<file path="src/rtl/pcie_fc_pkg.sv">
// Shared flow-control types, counter widths and the scale-field decode
// used by the TX credit gate and its per-slot credit trackers.
package pcie_fc_pkg;

  typedef enum logic [1:0] {FC_P = 2'd0, FC_NP = 2'd1, FC_CPL = 2'd2} fc_type_e;
  typedef enum logic [1:0] {UNINIT = 2'd0, INIT = 2'd1, ACTIVE = 2'd2} vc_state_e;

  localparam int HDR_W        = 12;
  localparam int DATA_W       = 16;
  localparam int NUM_FC_TYPES = 3;

  // Scale encodings 00 and 01 both mean x1.
  function automatic logic [2:0] fc_scale_shift(input logic [1:0] scale);
    case (scale)
      2'b10:   return 3'd2;
      2'b11:   return 3'd4;
      default: return 3'd0;
    endcase
  endfunction

endpackage

</file>
<file path="src/rtl/fc_credit_slot.sv">
// Credit tracker for one (VC, FC type) pair: limit, consumed count, infinite
// flags, request sufficiency and UpdateFC sanity check.
module fc_credit_slot #(
  parameter int HDR_W  = 12,
  parameter int DATA_W = 16
) (
  input  logic              clk,
  input  logic              rst_n,
  input  logic              clear,
  input  logic              load_init,
  input  logic              load_upd,
  input  logic [HDR_W-1:0]  hdr_new,
  input  logic [DATA_W-1:0] data_new,
  input  logic              hdr_zero,
  input  logic              data_zero,
  input  logic              consume,
  input  logic [10:0]       data_cr,
  output logic              ready,
  output logic              err
);

  localparam logic [HDR_W-1:0]  HDR_HALF  = {1'b1, {(HDR_W-1){1'b0}}};
  localparam logic [DATA_W-1:0] DATA_HALF = {1'b1, {(DATA_W-1){1'b0}}};

  logic [HDR_W-1:0]  hdr_limit_reg, hdr_cons_reg, hdr_room, hdr_gap;
  logic [DATA_W-1:0] data_limit_reg, data_cons_reg, data_need, data_room, data_gap;
  logic              hdr_inf_reg, data_inf_reg;

  assign data_need = DATA_W'(data_cr);

  // Modular distance: anything past half the counter range means "overdrawn".
  assign hdr_room  = hdr_limit_reg - (hdr_cons_reg + HDR_W'(1));
  assign data_room = data_limit_reg - (data_cons_reg + data_need);
  assign ready = (hdr_inf_reg || (hdr_room <= HDR_HALF)) &&
                 (data_inf_reg || (data_cr == 11'd0) || (data_room <= DATA_HALF));

  assign hdr_gap  = hdr_new - hdr_cons_reg;
  assign data_gap = data_new - data_cons_reg;
  assign err = load_upd && ((!hdr_inf_reg && (hdr_gap > HDR_HALF)) ||
                            (!data_inf_reg && (data_gap > DATA_HALF)));

  always_ff @(posedge clk or negedge rst_n) begin
    if (!rst_n) begin
      hdr_limit_reg  <= '0;
      data_limit_reg <= '0;
      hdr_cons_reg   <= '0;
      data_cons_reg  <= '0;
      hdr_inf_reg    <= 1'b0;
      data_inf_reg   <= 1'b0;
    end else if (clear) begin
      hdr_limit_reg  <= '0;
      data_limit_reg <= '0;
      hdr_cons_reg   <= '0;
      data_cons_reg  <= '0;
      hdr_inf_reg    <= 1'b0;
      data_inf_reg   <= 1'b0;
    end else begin
      if (load_init) begin
        hdr_limit_reg  <= hdr_new;
        data_limit_reg <= data_new;
        hdr_inf_reg    <= hdr_zero;
        data_inf_reg   <= data_zero;
      end else if (load_upd) begin
        if (!hdr_inf_reg)  hdr_limit_reg  <= hdr_new;
        if (!data_inf_reg) data_limit_reg <= data_new;
      end
      if (consume) begin
        hdr_cons_reg  <= hdr_cons_reg + HDR_W'(1);
        data_cons_reg <= data_cons_reg + data_need;
      end
    end
  end

endmodule

</file>
<file path="src/rtl/tx_fc_credit_gate.sv">
// TX flow-control credit gate: decodes FC DLLP fields, runs the per-VC init
// FSMs and gates the TLP arbiter request against the selected credit slot.
module tx_fc_credit_gate #(
  parameter int NUM_VC = 2,
  parameter int HDR_W  = pcie_fc_pkg::HDR_W,
  parameter int DATA_W = pcie_fc_pkg::DATA_W
) (
  input  logic              clk,
  input  logic              rst_n,
  input  logic              link_up,
  input  logic              fc_valid,
  input  logic [2:0]        update_fc_type,
  input  logic              flow_control_type,
  input  logic [2:0]        vc,
  input  logic [1:0]        hdr_scale,
  input  logic [1:0]        data_scale,
  input  logic [7:0]        hdr_fc,
  input  logic [15:0]       data_fc,
  input  logic              tx_req_valid,
  input  logic [1:0]        tx_req_type,
  input  logic [2:0]        tx_req_vc,
  input  logic [10:0]       tx_req_data_cr,
  output logic              tx_req_ready,
  output logic [NUM_VC-1:0] vc_fc_active,
  output logic              fc_err
);
  import pcie_fc_pkg::*;

  localparam int NUM_SLOT = NUM_VC * NUM_FC_TYPES;

  logic                type_ok;
  logic [2:0]          type_bit;
  logic [HDR_W-1:0]    hdr_scaled;
  logic [DATA_W-1:0]   data_scaled;
  logic                hdr_zero, data_zero;
  logic                unused_data_hi;
  logic [NUM_SLOT-1:0] slot_ready, slot_err, slot_grant;

  assign type_ok        = (update_fc_type < 3'd3);
  assign type_bit       = 3'b001 << update_fc_type[1:0];
  assign hdr_scaled     = HDR_W'(hdr_fc) << fc_scale_shift(hdr_scale);
  assign data_scaled    = DATA_W'(data_fc[11:0]) << fc_scale_shift(data_scale);
  assign hdr_zero       = (hdr_fc == 8'd0);
  assign data_zero      = (data_fc[11:0] == 12'd0);
  assign unused_data_hi = ^data_fc[15:12];

  genvar gi, gj;
  generate
    for (gi = 0; gi < NUM_VC; gi++) begin : g_vc
      vc_state_e  state_reg;
      logic [2:0] seen_reg;
      logic [2:0] seen_next;
      logic       fc_hit, init_hit, upd_hit, vc_active;

      assign fc_hit    = fc_valid && link_up && type_ok && (vc == 3'(gi));
      assign init_hit  = fc_hit && flow_control_type && (state_reg != ACTIVE);
      assign upd_hit   = fc_hit && !flow_control_type && (state_reg == ACTIVE);
      assign seen_next = seen_reg | type_bit;
      assign vc_active = (state_reg == ACTIVE);
      assign vc_fc_active[gi] = vc_active;

      always_ff @(posedge clk or negedge rst_n) begin
        if (!rst_n) begin
          state_reg <= UNINIT;
          seen_reg  <= '0;
        end else if (!link_up) begin
          state_reg <= UNINIT;
          seen_reg  <= '0;
        end else if (init_hit) begin
          seen_reg  <= seen_next;
          state_reg <= (seen_next == 3'b111) ? ACTIVE : INIT;
        end
      end

      for (gj = 0; gj < NUM_FC_TYPES; gj++) begin : g_type
        localparam fc_type_e SLOT_TYPE = fc_type_e'(gj);
        localparam int       IDX       = gi * NUM_FC_TYPES + gj;
        logic type_hit, req_hit;

        assign type_hit = (update_fc_type == {1'b0, SLOT_TYPE});
        assign req_hit  = (tx_req_vc == 3'(gi)) && (tx_req_type == SLOT_TYPE);
        // link_up is folded in so a falling link kills ready and consume at once.
        assign slot_grant[IDX] = link_up && vc_active && req_hit && slot_ready[IDX];

        fc_credit_slot #(
          .HDR_W  (HDR_W),
          .DATA_W (DATA_W)
        ) u_slot (
          .clk       (clk),
          .rst_n     (rst_n),
          .clear     (!link_up),
          .load_init (init_hit && type_hit),
          .load_upd  (upd_hit && type_hit),
          .hdr_new   (hdr_scaled),
          .data_new  (data_scaled),
          .hdr_zero  (hdr_zero),
          .data_zero (data_zero),
          .consume   (tx_req_valid && slot_grant[IDX]),
          .data_cr   (tx_req_data_cr),
          .ready     (slot_ready[IDX]),
          .err       (slot_err[IDX])
        );
      end
    end
  endgenerate

  assign tx_req_ready = |slot_grant;

  always_ff @(posedge clk or negedge rst_n) begin
    if (!rst_n) fc_err <= 1'b0;
    else        fc_err <= |slot_err;
  end

endmodule
</file>
<file path="config.mk">
export PLATFORM = sky130hd
export DESIGN_NAME = tx_fc_credit_gate
export DESIGN_NICKNAME = d
export VERILOG_FILES = /design/src/rtl/pcie_fc_pkg.sv /design/src/rtl/fc_credit_slot.sv /design/src/rtl/tx_fc_credit_gate.sv
export SDC_FILE = /design/constraint.sdc
export NUM_CORES = 1
export LEC_CHECK = 0
export ABC_AREA = 1
export CAP_MARGIN = 40
export CORE_ASPECT_RATIO = 1.25
export CORE_MARGIN = 8
export CORE_UTILIZATION = 50
export CTS_CLUSTER_SIZE = 14
export DETAILED_ROUTE_END_ITERATION = 8
export MAX_ROUTING_LAYER = met4
export PLACE_DENSITY = 0.66
export SYNTH_ARGS = -nofsm -noshare
export SYNTH_HDL_FRONTEND = slang
export SYNTH_HIERARCHICAL = 1
export SYNTH_SLANG_ARGS = --single-unit
</file>
<file path="constraint.sdc">
create_clock -name clk -period 12.24 [get_ports clk]
set_input_delay 2.448 -clock clk [delete_from_list [all_inputs] [get_ports clk]]
set_output_delay 2.448 -clock clk [all_outputs]
set_load 0.02 [all_outputs]
</file>
==> summary.txt, run 1 <==
Outcome
  • Outcome: completed

Final layout
  • Final nets: 6485
  • Area of combinational cells with multiple inputs: 24700 µm²
  • Fraction of layout instances using a drive strength above 1: 4.91%
  • Non-filler cells in the finished layout: 7028
  • Synthesis-to-finish area growth: 10.3%
  • Utilization after layout: 55.5%
  • Layout filler cell count: 7631
  • FF+latch area: 8980 µm²
  • Post-route standard cell area excluding fillers: 42000 µm²

Detailed routing
  • Average wire per cell in the routed design: 16.6 µm
  • DRC marker count from the first detailed-route iteration: 2691
  • Post-DRT Antenna Nets: 0
  • Drc violations: 0
  • WL final: 117000 µm
  • First-pass DRT Iterations: 5
  • Vias per Instance: 5.45
  • Vias: 38300

Floorplanning
  • Number of cell rows: 113
  • # IOs: 60
  • Die Outline Area: 85300 µm²
  • Core area: 75800 µm²
  • Initial cell density of the core: 50.3%
  • Vert. Die Dim: 325 µm
  • Width of the chip: 263 µm

Timing
  • Final Hold Violating Endpoints: 0
  • Part of the cycle the worst path needs: 87.4%
  • Smallest setup slack after layout: 1.55 ns
  • Tightest hold margin: 0.508 ns
  • TNS Setup: 0 ns
  • Final setup violation count: 0
  • Peak clock frequency supported by timing: 0.0935 GHz
  • Final setup skew: 0.0194 ns
  • Clock period minus final worst setup slack: 10.69 ns
  • Setup repair after global routing missed its margin: false
  • Least-Margin Pin Slew: 1.00 ns
  • Max_slew headroom: 33.3%
  • Max Slew Vio Count: 0

Worst setup path
  • Start-to-end type of the worst setup path: in2out
  • CP peak stage delay: 0.92 ns
  • Crit end category: output pin
  • Crit path max-delay family: simple AND/OR/NAND/NOR gates
  • Cell occurring most often along the worst timing path: sky130_fd_sc_hd__nand2_1
  • Count of buffering cells on the critical path with inverters included: 7
  • Maximum net fanout on the critical path: 9
  • Worst EP arrival: 8.25 ns
  • Critical Path Slowest Stage Cell: sky130_fd_sc_hd__clkdlybuf4s50_1
  • Worst setup SP type: primary input
  • Data required, critical path: 9.79 ns

Global route
  • Vias in the first global route: 36600
  • Largest net degree at the start of global routing: 164
  • Total global routing track utilization: 27.6%
  • Wire length of the first global-routing pass: 188000 µm
  • Antenna violations before repair: 3
  • GRT Residual Overflow: 0

Logic synthesis
  • EDFF count, synth: 0
  • Synthesis warning total: 6
  • Synth top area share: 23.6%
  • Count of unique library cells instantiated by Yosys: 53
  • Post-synthesis cell count: 5915
  • Mapped Avg Cell Area: 6.44 µm²
  • Predominant post-synthesis flop cell: sky130_fd_sc_hd__dfrtp_1
  • Mapped Area: 38100 µm²
  • Post-synthesis sequential element count: 359
  • Sequential cell area fraction in the yosys report: 23.6%
  • Main area contributors after synthesis: sky130_fd_sc_hd__dfrtp_1 (24%), sky130_fd_sc_hd__nand2_1 (14%), sky130_fd_sc_hd__ha_1 (13%), sky130_fd_sc_hd__inv_1 (11%), sky130_fd_sc_hd__nand3_1 (8.3%)
  • Area leader, netlist: sky130_fd_sc_hd__dfrtp_1
  • Syn nets: 6385
  • Most numerous cell types in the synthesized netlist: sky130_fd_sc_hd__nand2_1 (1454), sky130_fd_sc_hd__inv_1 (1077), sky130_fd_sc_hd__nand3_1 (632)
  • Ys async rst share: 100%
  • Cell with the most instances after synthesis: sky130_fd_sc_hd__nand2_1

Run
  • Max-cap violations: 0

Clock tree
  • Clock-pin slew on the worst setup and hold paths: 0.06 ns
  • Post-CTS Resized: 0
  • Post-CTS repair timing setup buffer count: 0
  • Max H-tree Level: 2
  • CTS tree: yes
  • Hold-fix buffer count after cts: 0
  • CTS sink cnt: 359
  • Largest buffer count on any clock path: 3
  • Worst-skew pair later-pin latency: 0.62 ns
  • Clk root buf: sky130_fd_sc_hd__clkbuf_16
  • Clock buffer count from CTS: 46

Placed design
  • Placed Instances: 6944
  • Gpl congestion: 0.940
  • Worst setup timing slack at the placement stage: 1.73 ns
  • Total half-perimeter wirelength after legalization and detailed placement: 88600 µm
  • Number of input and output port buffers inserted: 55
  • Post-placement cell area: 40600 µm²

Pwr
  • Pwr Total: 5.38 mW
  • Maximum vdd ir drop: 0.101 mV
  • Total power density per cell area: 128 nW/µm²
  • P_leak: 22.4 nW

Worst hold path
  • Hold WC Path Type: reg2reg
layer usage:
layer  up-vias  share of wire, %  global-route usage (%)
met5         -                 0                       -
met4         0               4.8                    11.7
met3       276               5.3                    3.12
met2       932                47                    46.7
met1     17500                43                    33.1
li1      19500                 -                       -
tightest hold or removal path, delay by kind of cell, from the launching register on:
family / cells / cell delay [ns]
simple gates: 2 / 0.14
flops: 1 / 0.34
power by group:
group	internal [mW]	leakage, nW	switching [mW]
Combinational	0.960	16.8	1.74
Sequential	1.27	4.86	0.0590
Clock	0.764	0.722	0.592
layout by cell type, fill, tap and decap left out, types with 57 or more instances in the layout:
master	instances
sky130_fd_sc_hd__a21oi_1	268
sky130_fd_sc_hd__dfrtp_1	359
sky130_fd_sc_hd__ha_1	384
sky130_fd_sc_hd__inv_1	1077
sky130_fd_sc_hd__nand2_1	1454
sky130_fd_sc_hd__nand3_1	632
sky130_fd_sc_hd__nand4_1	120
sky130_fd_sc_hd__nor2_1	455
sky130_fd_sc_hd__nor3_1	57
sky130_fd_sc_hd__o21ai_0	303
sky130_fd_sc_hd__o22ai_1	162
sky130_fd_sc_hd__xor2_1	145
path summary, 6_finish.rpt:
kind,from,depth (start not counted),slack (ns),end
setup / recovery,tx_req_data_cr[0],30,1.55,tx_req_ready
hold / removal,g_vc[0].state_reg[1],2,0.51,g_vc[0].state_reg[1]
setup reg to reg,g_vc[1].g_type[1].u_slot/data_cons_reg[0],31,6.24,g_vc[1].g_type[1].u_slot/data_cons_reg[1]
hold reg to reg,g_vc[0].state_reg[1],2,0.51,g_vc[0].state_reg[1]
max in group asynchronous,rst_n,3,8.43,g_vc[0].g_type[2].u_slot/hdr_cons_reg[6]
min in group asynchronous,rst_n,1,1.81,g_vc[1].g_type[1].u_slot/hdr_limit_reg[8]
layout make-up:
class,instances,share of cell area [%]
clock inverter,23,0.438
inverter,1114,9.95
antenna,2,0.0119
clock buffer,59,3.05
tap,977,2.91
timing repair buffer,134,3.41
multi-input combinational,4360,58.9
sequential,359,21.4
logic make-up (layout without fill, tap and decap cells):
kind of cell               after synthesis  in the layout  share of synthesized area [%]
and+or+nand+nor                       2856           2856                           32.7
AOI/OAI and AO/OA                      893            893                           13.1
adders and majority gates              414            414                           14.2
buffers and inverters                 1196           1330                           11.9
DFF                                    359            359                           23.6
xor gates and xnor gates               197            197                           4.53
other                                    0              2                              0
Note: power is estimated with default switching activity, not from simulation.
==> inputs of run 2 (changes only) <==
--- a/config.mk
+++ b/config.mk
@@ -7,13 +7,13 @@
 export LEC_CHECK = 0
 export ABC_AREA = 1
 export CAP_MARGIN = 40
-export CORE_ASPECT_RATIO = 1.25
 export CORE_MARGIN = 8
-export CORE_UTILIZATION = 50
+export CORE_UTILIZATION = 60
 export CTS_CLUSTER_SIZE = 14
 export DETAILED_ROUTE_END_ITERATION = 8
 export MAX_ROUTING_LAYER = met4
-export PLACE_DENSITY = 0.66
+export PLACE_DENSITY = 0.77
+export SLEW_MARGIN = 20
 export SYNTH_ARGS = -nofsm -noshare
 export SYNTH_HDL_FRONTEND = slang
 export SYNTH_HIERARCHICAL = 1
==> run 2 against run 1 <==
  * Cell area is 0.36% lower
  * Final cell count fell by 1.9%
  * Wire length shrank 3.2%
  * Clock skew increased by 0.014 ns
  * Sequential power is essentially flat
  * First-iteration DRC count increased by 18%
  * Critical path type unchanged
  * Critical endpoint unchanged
  * Largest cell class unchanged
==> summary.txt, run 2 (synthesis gave the netlist of run 1 again) <==
Placed design
  • Placed Instances: 6811 (-1.9%)
  • Post-placement cell area: 40300 µm² (-0.56%)
  • Total half-perimeter wirelength after legalization and detailed placement: 83800 µm (-5.4%)
  • Number of input and output port buffers inserted: 55 (unchanged)
  • Gpl congestion: 0.952 (+1.2%)
  • Worst setup timing slack at the placement stage: 1.91 ns (+0.181 ns)

Detailed routing
  • First-pass DRT Iterations: 6 (+1)
  • Vias per Instance: 5.64 (+3.5%)
  • WL final: 113000 µm (-3.2%)
  • Vias: 38900 (+1.5%)
  • Post-DRT Antenna Nets: 0 (unchanged)
  • DRC marker count from the first detailed-route iteration: 3167 (+18%)
  • Average wire per cell in the routed design: 16.4 µm (-1.3%)
  • Drc violations: 0 (unchanged)

Global route
  • Wire length of the first global-routing pass: 183000 µm (-2.6%)
  • Antenna violations before repair: 0 (-3)
  • Total global routing track utilization: 32.0% (+4.5 points)
  • GRT Residual Overflow: 0 (unchanged)
  • Vias in the first global route: 36600 (-0.13%)
  • Largest net degree at the start of global routing: 140 (-15%)

Pwr
  • Total power density per cell area: 130 nW/µm² (+1.4%)
  • Pwr Total: 5.44 mW (+1.0%)
  • P_leak: 22.4 nW (about the same)
  • Maximum vdd ir drop: 0.128 mV (+27%)

Worst hold path
  • Min-Delay Startpoint: g_vc[0].state_reg[1]
  • Hold WC Path Type: reg2reg

Clock tree
  • Worst-skew pair later-pin latency: 0.60 ns (-0.02 ns)
  • Clock buffer count from CTS: 46 (unchanged)
  • Clock-pin slew on the worst setup and hold paths: 0.06 ns (about the same)
  • Largest buffer count on any clock path: 3 (unchanged)
  • Post-CTS repair timing setup buffer count: 0 (unchanged)
  • Max H-tree Level: 2 (unchanged)
  • CTS tree: yes
  • CTS sink cnt: 359 (unchanged)
  • Hold-fix buffer count after cts: 0 (unchanged)
  • Post-CTS Resized: 0 (unchanged)
  • Clk root buf: sky130_fd_sc_hd__clkbuf_16

Floorplanning
  • Number of cell rows: 92 (-19%)
  • Core area: 63000 µm² (-17%)
  • Width of the chip: 268 µm (+1.9%)
  • Die Outline Area: 71800 µm² (-16%)
  • Initial cell density of the core: 60.5% (+10 points)
  • # IOs: 60 (unchanged)
  • Vert. Die Dim: 268 µm (-17%)

Timing
  • Setup repair after global routing missed its margin: false
  • Final Hold Violating Endpoints: 0 (unchanged)
  • Least-Margin Pin Slew: 0.929 ns (-0.0707 ns)
  • Part of the cycle the worst path needs: 85.2% (-2.2 points)
  • Clock period minus final worst setup slack: 10.43 ns (-0.264 ns)
  • Peak clock frequency supported by timing: 0.0959 GHz (+2.5%)
  • Smallest setup slack after layout: 1.81 ns (+0.264 ns)
  • TNS Setup: 0 ns (unchanged)
  • Final setup violation count: 0 (unchanged)
  • Max_slew headroom: 38.0% (+4.7 points)
  • Max Slew Vio Count: 0 (unchanged)
  • Final setup skew: 0.0338 ns (+0.0144 ns)
  • Tightest hold margin: 0.501 ns (-0.00665 ns)

Worst setup path
  • Data required, critical path: 9.79 ns (about the same)
  • CP peak stage delay: 0.97 ns (+0.05 ns)
  • Crit path max-delay family: buffers and inverters
  • Worst EP arrival: 7.98 ns (-0.27 ns)
  • Crit Reg-Reg Startpoint: g_vc[0].g_type[1].u_slot/data_cons_reg[0]
  • Critical Path Slowest Stage Cell: sky130_fd_sc_hd__clkdlybuf4s50_1
  • Start-to-end type of the worst setup path: in2out
  • Critical path launch point: tx_req_data_cr[1]
  • Worst setup SP type: primary input
  • Crit end category: output pin
  • Cell occurring most often along the worst timing path: sky130_fd_sc_hd__nor2_1
  • Maximum net fanout on the critical path: 11 (+2)
  • Count of buffering cells on the critical path with inverters included: 5 (-2)

Final layout
  • Final nets: 6484 (-0.015%)
  • Commonest non-fill, non-tap cells in the layout: sky130_fd_sc_hd__nand2_1 (1454), sky130_fd_sc_hd__inv_1 (1077), sky130_fd_sc_hd__nand3_1 (632), sky130_fd_sc_hd__nor2_1 (456), sky130_fd_sc_hd__ha_1 (384)
  • Fraction of layout instances using a drive strength above 1: 4.83% (-0.080 points)
  • Antenna diode count: 0 (-2)
  • Layout filler cell count: 5879 (-23%)
  • Synthesis-to-finish area growth: 9.95%
  • Most common library cell in the layout ignoring fill and taps: sky130_fd_sc_hd__nand2_1
  • Post-route standard cell area excluding fillers: 41900 µm² (-0.36%)
  • Utilization after layout: 66.5% (+11 points)
  • Non-filler cells in the finished layout: 6892 (-1.9%)

Run
  • Max-cap violations: 0 (unchanged)

Outcome
  • Outcome: completed
## run 2: cell count changes in the layout (fill, tap and decap cells not counted), sizes merged
cell | before | now
buf | 80 | 79
clkbuf | 59 | 61
clkinv | 29 | 20
diode | 2 | 0
clkinvlp | 4 | 7
inv | 1103 | 1102
bufinv | 1 | 4
## run 2: report_power, final
group          total [mW]  switching [mW]  internal, mW
Clock                1.40           0.577         0.828
Sequential           1.33          0.0603          1.27
Combinational        2.71            1.75         0.957
## run 2: layout make-up
cell class	instances	area (µm²)	share of cell area, %
clock buffer	61	1300	3.10
inverter	1114	4180	9.99
tap	846	1060	2.53
clock inverter	19	220	0.526
sequential	359	8980	21.5
multi-input combinational	4360	24700	59.1
timing repair buffer	133	1390	3.33
## run 2: layer usage
layer  up-vias  wire length [µm]  part of all wire, %  track usage, %
met1     17700             48100                   42            39.7
li1      19600                 -                    -               -
met3       332              7920                  7.0            3.91
met5         -                 0                    0               -
met4         0              6070                  5.4            15.2
met2      1259             51100                   45            52.0
## run 2: final timing paths
path | endpoint | slack (ns) | cells past startpoint
hold reg to reg | g_vc[0].state_reg[1] | 0.50 | 2
min in group asynchronous | g_vc[0].g_type[1].u_slot/hdr_limit_reg[4] | 1.85 | 1
hold / removal | g_vc[0].state_reg[1] | 0.50 | 2
max in group asynchronous | g_vc[0].g_type[2].u_slot/data_limit_reg[11] | 9.04 | 3
setup / recovery | tx_req_ready | 1.81 | 26
setup reg to reg | g_vc[0].g_type[1].u_slot/data_cons_reg[5] | 6.35 | 30
## run 2: tightest hold or removal path: cells and delay by family (launching register included)
kind | cells | cell delay, ns
DFF | 1 | 0.34
and+or+nand+nor | 2 | 0.13
